$ cat src/rtl/quad_pkg.sv
// Shared encodings for the quadrature step decoder: resolution modes, Gray states
// and the transition classifier used by the decode stage.
package quad_pkg;

  localparam int X1 = 1;
  localparam int X2 = 2;
  localparam int X4 = 4;

  localparam logic [1:0] S00 = 2'b00;
  localparam logic [1:0] S01 = 2'b01;
  localparam logic [1:0] S11 = 2'b11;
  localparam logic [1:0] S10 = 2'b10;

  typedef enum logic [1:0] {
    TR_NONE    = 2'd0,
    TR_FWD     = 2'd1,
    TR_REV     = 2'd2,
    TR_ILLEGAL = 2'd3
  } trans_t;

  // Position of a state along the forward cycle 00->01->11->10.
  function automatic logic [1:0] gray_pos(input logic [1:0] s);
    return {s[1], s[1] ^ s[0]};
  endfunction

  function automatic trans_t classify(input logic [1:0] prev, input logic [1:0] cur);
    logic [1:0] d;
    d = gray_pos(cur) - gray_pos(prev);
    case (d)
      2'd0:    return TR_NONE;
      2'd1:    return TR_FWD;
      2'd3:    return TR_REV;
      default: return TR_ILLEGAL;
    endcase
  endfunction

endpackage

$ cat src/rtl/quad_chan_filter.sv
// One encoder channel: two-flop synchroniser followed by a stability filter that
// only moves filt after the synchronised value has held for FILT_LEN cycles.
module quad_chan_filter
  import quad_pkg::*;
#(
  parameter int FILT_LEN = 4
) (
  input  logic clk,
  input  logic rst,
  input  logic raw,
  output logic filt
);

  localparam logic [7:0] CNT_LAST = 8'(FILT_LEN - 1);

  logic       s1;
  logic       s2;
  logic       cand;
  logic [7:0] cnt;

  always_ff @(posedge clk) begin
    if (rst) begin
      s1   <= 1'b0;
      s2   <= 1'b0;
      cand <= 1'b0;
      cnt  <= 8'd0;
      filt <= 1'b0;
    end else begin
      s1 <= raw;
      s2 <= s1;
      // Any disagreement with the candidate restarts the stability count.
      if (s2 != cand) begin
        cand <= s2;
        cnt  <= 8'd0;
      end else if (cand != filt) begin
        if (cnt == CNT_LAST) begin
          filt <= cand;
          cnt  <= 8'd0;
        end else begin
          cnt <= cnt + 8'd1;
        end
      end else begin
        cnt <= 8'd0;
      end
    end
  end

endmodule

$ cat src/rtl/quad_step_decoder.sv
// Quadrature front end: filters A/B, decodes Gray transitions into step/dir for an
// up/down counter and flags transitions where both channels move at once.
module quad_step_decoder
  import quad_pkg::*;
#(
  parameter int FILT_LEN = 4,
  parameter int X_MODE   = 4
) (
  input  logic clk,
  input  logic rst,
  input  logic a_in,
  input  logic b_in,
  input  logic clr_err,
  output logic step,
  output logic dir,
  output logic err,
  output logic err_sticky
);

  if (!(X_MODE == X1 || X_MODE == X2 || X_MODE == X4)) begin : g_bad_x_mode
    $error("quad_step_decoder: X_MODE must be 1, 2 or 4");
  end
  if (FILT_LEN < 1 || FILT_LEN > 255) begin : g_bad_filt_len
    $error("quad_step_decoder: FILT_LEN must be in 1..255");
  end

  // Covers the pipeline from reset-value filters to the real encoder position.
  localparam int SETTLE = FILT_LEN + 4;
  localparam int SW     = $clog2(SETTLE + 1);

  logic          filt_a;
  logic          filt_b;
  logic [1:0]    cur;
  logic [1:0]    prev;
  trans_t        trans;
  logic          qualify;
  logic          settled;
  logic [SW-1:0] settle_cnt;

  quad_chan_filter #(.FILT_LEN(FILT_LEN)) u_filt_a (
    .clk  (clk),
    .rst  (rst),
    .raw  (a_in),
    .filt (filt_a)
  );

  quad_chan_filter #(.FILT_LEN(FILT_LEN)) u_filt_b (
    .clk  (clk),
    .rst  (rst),
    .raw  (b_in),
    .filt (filt_b)
  );

  assign cur     = {filt_a, filt_b};
  assign settled = (settle_cnt == SW'(SETTLE));

  always_comb begin
    trans   = classify(prev, cur);
    qualify = 1'b0;
    if (X_MODE == X4) begin
      qualify = 1'b1;
    end else if (X_MODE == X2) begin
      qualify = prev[1] ^ cur[1];
    end else begin
      // X1 counts the 10<->00 edge only, so both directions hit the same spot.
      qualify = (prev == S10 && cur == S00) || (prev == S00 && cur == S10);
    end
  end

  always_ff @(posedge clk) begin
    if (rst) begin
      prev       <= S00;
      settle_cnt <= '0;
      step       <= 1'b0;
      err        <= 1'b0;
      err_sticky <= 1'b0;
      dir        <= 1'b1;
    end else begin
      prev <= cur;
      step <= 1'b0;
      err  <= 1'b0;
      if (!settled) settle_cnt <= settle_cnt + SW'(1);
      if (clr_err) err_sticky <= 1'b0;
      if (settled) begin
        case (trans)
          TR_FWD: begin
            dir  <= 1'b1;
            step <= qualify;
          end
          TR_REV: begin
            dir  <= 1'b0;
            step <= qualify;
          end
          TR_ILLEGAL: begin
            err        <= 1'b1;
            err_sticky <= 1'b1;
          end
          default: ;
        endcase
      end
    end
  end

endmodule

$ cat config.mk
export PLATFORM = sky130hd
export DESIGN_NAME = quad_step_decoder
export DESIGN_NICKNAME = d
export VERILOG_FILES = /design/src/rtl/quad_pkg.sv /design/src/rtl/quad_chan_filter.sv /design/src/rtl/quad_step_decoder.sv
export SDC_FILE = /design/constraint.sdc
export NUM_CORES = 1
export LEC_CHECK = 0
export ABC_CLOCK_PERIOD_IN_PS = 1700
export BUFFER_PORTS_ARGS = -buffer_cell sky130_fd_sc_hd__buf_2
export CAP_MARGIN = 10
export CORE_MARGIN = 5
export CORE_UTILIZATION = 45
export CTS_CLUSTER_SIZE = 20
export DETAILED_ROUTE_END_ITERATION = 10
export HOLD_SLACK_MARGIN = 0.15
export PLACE_DENSITY = 0.73
export RECOVER_POWER = 100
export SKIP_CTS_REPAIR_TIMING = 1
export SLEW_MARGIN = 20
export SYNTH_ARGS = -nofsm -noshare
export SYNTH_HDL_FRONTEND = slang
export SYNTH_SLANG_ARGS = --single-unit
$ cat constraint.sdc
create_clock -name clk -period 1.7 [get_ports clk]
set_input_delay 0.085 -clock clk [delete_from_list [all_inputs] [get_ports clk]]
set_output_delay 0.085 -clock clk [all_outputs]
set_load 0.01 [all_outputs]
## Word-level counts from Yosys, hierarchy flattened

Cells that the tools add are included.

- Equal/unequal tests: 12
- Bitwise operators: 7
- $add $sub $neg: 4
- Multiplexer cells: 7
- Reduce and logical (&&, ||, !) cells: 9

Operators by type and width:

| operator | count |
|---|---|
| adder 8 x 1 -> 8 bit (second input constant) | 2 |
| equality test 8 x 2 -> 1 bit (second input constant) | 2 |
| OR reduction 4 bit | 2 |
| equality test 2 bit (second input constant) | 3 |
| case mux 2 bit (3 select lines) | 1 |
| AND reduction 3 bit | 2 |
| 2-to-1 mux 1 bit | 5 |
| NOT 1 bit | 5 |
| adder 4 x 1 -> 4 bit (second input constant) | 1 |
| equality test 2 x 1 -> 1 bit (second input constant) | 2 |
| equality test 4 bit (second input constant) | 1 |
| inequality test 1 bit | 4 |
| OR reduction 2 bit | 2 |
| logical NOT 2 bit | 1 |
| case mux 1 bit (2 select lines) | 1 |
| AND reduction 2 bit | 1 |
| nonzero test 2 bit | 1 |
| subtractor 2 bit | 1 |
| XOR 1 bit | 2 |

- Word-level logic and storage cells: 55
- Register bits: 34

## Logic depth before layout (Yosys ltp)

- Depth after elaboration: 7
- Mapped depth: 5
- Depth with buffers taken out: 5

## Hierarchy

A second synthesis with hierarchy kept.

- Cells, all modules: 143
- Area, all modules: 1,388.8 um2

Modules (own cells, without submodules):

| module | area an instance (um2) | cells each | instances |
|---|---|---|---|
| quad_chan_filter | 483.0 | 50 | 2 |
| quad_step_decoder | 422.9 | 43 | 1 |

## Least setup slack after synthesis

OpenSTA, ideal clock, no wires.

- Path kind: register to register
- From: reg u_filt_a.cnt[0]
- To: reg u_filt_a.filt
- Arrival: 1,624 ps
- Stages on the path, launching flop included: 5
- Path slack: 14 ps
- Period minus slack after synthesis: 1,686 ps
- Setup time: 62 ps
- Path through: dfxtp_1 -> ha_1 -> or4b_4 -> or4_1 -> nand3_1

- Word-level cells in the longest chain between the ends: 2

Ends and longest elaborated chain:

| what | RTL line | source |
|---|---|---|
| from (decl) | quad_chan_filter.sv:19 | `logic [7:0] cnt;` |
| from (signal assigned) | quad_chan_filter.sv:40 | `cnt <= cnt + 8'd1;` |
| equality test 8 x 2 -> 1 bit | quad_chan_filter.sv:36 | `if (cnt == CNT_LAST) begin` |
| AND reduction 3 bit (no line) | - |  |
| to (signal assigned) | quad_chan_filter.sv:37 | `filt <= cand;` |
| to (decl) | quad_chan_filter.sv:11 | `output logic filt` |

No other way between the ends.
A chain may end at the register's enable or synchronous reset.

## Worst setup path in the final report

Ends and elaborated chain as after synthesis.

==> impl_metrics.ini <==
[outcome]
status = finished, final reports clean

[yosys]
synth_top_cells_by_area = dfxtp_1 (49%), xor2_1 (5.1%), ha_1 (4.5%)
synthMuxAreaShare_pct = 0
synth.distinct_cells = 29
ys_seq_elements = 34
netlist_instances = 144
yosysSeqAreaShare_pct = 49.19
synth-compound-area-share_pct = 9.765
mappedNetlistArea_um2 = 1384
ys_warn_count = 0
synth_top_cell_area_share_pct = 49.19
yosys.area_share.simple_pct = 26.31
synthAdderAreaFrac_pct = 4.521
yosys.area_share.xor_xnor_pct = 8.228
synth_top_area_cell = dfxtp_1
synth_top_family_by_area = simple AND/OR/NAND/NOR gates
synthesis.nets = 154
postSynthAreaPerCell_um2 = 9.610

[sta]
timing.final.crit_share_pct = 94.81
finalCriticalPeriod_ps = 1612
setup_slack_ps = 88.30
hold_violations = 0
worstMarginPinSlew_ps = 462.8
finalClockSkew_ps = 16.48
max_slew_margin_pct = 69.15
final.setup.tns_ps = 0
max_freq_ghz = 0.6205
setup_violations = 0
slew_viol_final = 0
rsz0062_at_grt = false

[route]
ant_nets = 0
vias = 1068
first_iter_violations = 38
dr.pass1.iters = 4
drc = 0
post_drt_wl_per_cell_um = 12.28
routed_wl_um = 2444
avgViaCountPerCell = 5.367

[die]
rows = 20
die_h_um = 65.46
die_w_um = 65.46
start_util_pct = 46.08
coreArea_um2 = 3003
io_pins = 9
die-area_um2 = 4284

[power]
irDropWorstVdd_v = 0.0004787
p_leak_nw = 0.5894
p_per_area_nw_per_um2 = 833.0
power.total_mw = 1.324

[clock_network]
path_clk_slew_ps = 110
cts_inserted_buffers = 5
cts.sinks = 34
cts_tree = yes
insertion_delay_ps = 330
cts_root_buf = clkbuf_4
clk_path_buf_depth = 2
htree_levels = 2

[setup_path]
critPathLaunch = u_filt_a.cnt[0]
required_ps = 1980
path_class = reg -> reg
cp-end-kind = register
r2r-end = u_filt_a.filt
cp.arrival_ps = 1890
critPathLaunchType = register
worstRegToRegCells = 4
path_max_fanout = 3
reg2reg_from = u_filt_a.cnt[0]
reg2reg_slack_ps = 90

[layout]
layout_common_cells = dfxtp_1 (31), o21ai_0 (11), nor3_1 (10)
final_cells = 199
areaGrowthSynthToFinish_pct = 14.83
n_fill_cell = 274
antenna_cells = 0
finalInstanceArea_um2 = 1589
drive_gt1_share_pct = 14.46
nets = 175
final_common_cell = dfxtp_1

[grt]
grt_pass1_wl_um = 4367
grt_max_degree = 28
grt_overflow = 0
antenna_found_initial = 0
grt_use_total_pct = 13.30
grt_pass1_vias = 1077

[min_path]
min_path_type = in -> reg
hp-start = rst
min_path_cells = 2
holdPathEnd = settle_cnt[3]

[place]
dp_cells = 188
dp_slack_ps = 44.60
postPlaceCellArea_um2 = 1498
place_hpwl_um = 1745
gp_congestion = 0.7527
port_buffers = 8

[run]
maxCapViolations = 0
==> report_power, final <==
part           switching [mW]  leakage, nW  internal, mW  total, mW
clock                   0.261       0.0343         0.199      0.460
sequential            0.00982        0.277         0.809      0.818
combinational          0.0227        0.278        0.0221     0.0448
total                   0.294        0.589          1.03       1.32
==> cells in the mapped netlist <==
library cell / instances
or4b_2: 1
nor2b_1: 8
nand3_1: 8
or4_1: 1
o22ai_1: 1
ha_1: 5
clkbuf_1: 2
inv_1: 4
or4b_4: 1
nor4_1: 1
xor2_1: 8
nand4_1: 2
a21boi_0: 1
or3b_2: 1
xnor2_1: 5
a21o_1: 1
nor2_1: 6
and3b_1: 2
or3_1: 8
a21oi_1: 1
dfxtp_1: 34
buf_2: 1
nor3_1: 10
a211oi_1: 6
o21ai_0: 11
nand2_1: 8
nand3b_1: 3
a32oi_1: 1
nor3b_1: 3
==> metrics by stage <==
stage / hold WS, ps / util (%)
2_1_floorplan: 213.2 / -
3_3_place_gp: 293.2 / 49.88
3_5_place_dp: 297.6 / 49.88
4_1_cts: -50.27 / 52.00
5_1_grt: 186.4 / 52.92
6_report: 174.3 / 52.92
==> how the worst max path moves through the flow <==
stage	end	slack, ps
after global routing	u_filt_a.filt	10
after global placement	u_filt_b.cnt[6]	110
after detailed placement	u_filt_b.cnt[5]	40
final	u_filt_a.filt	90
after CTS	u_filt_b.cnt[5]	30
after floorplan	u_filt_a.filt	10
==> metal layers <==
layer  track usage [%]  share of wire, %  wire length (um)  up-vias
li1                  -                 -                 -      554
met1             14.13                44              1072      491
met2             23.01                50              1229       18
met3             4.274               4.0                97        5
met4             7.513               1.8                44        0
met5                 0                 0                 0        -
==> cells by family after synthesis <==
family,after synthesis
AOI/OAI and AO/OA,22
xor gates and xnor gates,13
adders and majority gates,5
buffers and inverters,7
DFF,34
and+or+nand+nor,63
==> area by class of cell <==
| class | instances | area (um^2) | area share, % |
|---|---|---|---|
| clock buffers | 6 | 51.30 | 3.228 |
| clock inverters | 2 | 12.51 | 0.7874 |
| inverters | 4 | 15.01 | 0.9449 |
| multi-input cells | 103 | 679.4 | 42.76 |
| flip-flops and latches | 34 | 684.4 | 43.07 |
| well taps | 33 | 41.29 | 2.598 |
| repair buffers | 17 | 105.1 | 6.614 |
==> flip-flops by register name, indices dropped and copies added (netlist names), 2 cells and up <==
signal	count
u_filt_a.cnt	8
u_filt_b.cnt	8
prev	2
settle_cnt	4
==> critical path: stages (launching register included) <==
cell	delay, ps
dfxtp_2	350
ha_1	150
or4b_4	480
or4_1	510
nand3_1	90
Note: power is estimated with default switching activity, not from simulation.
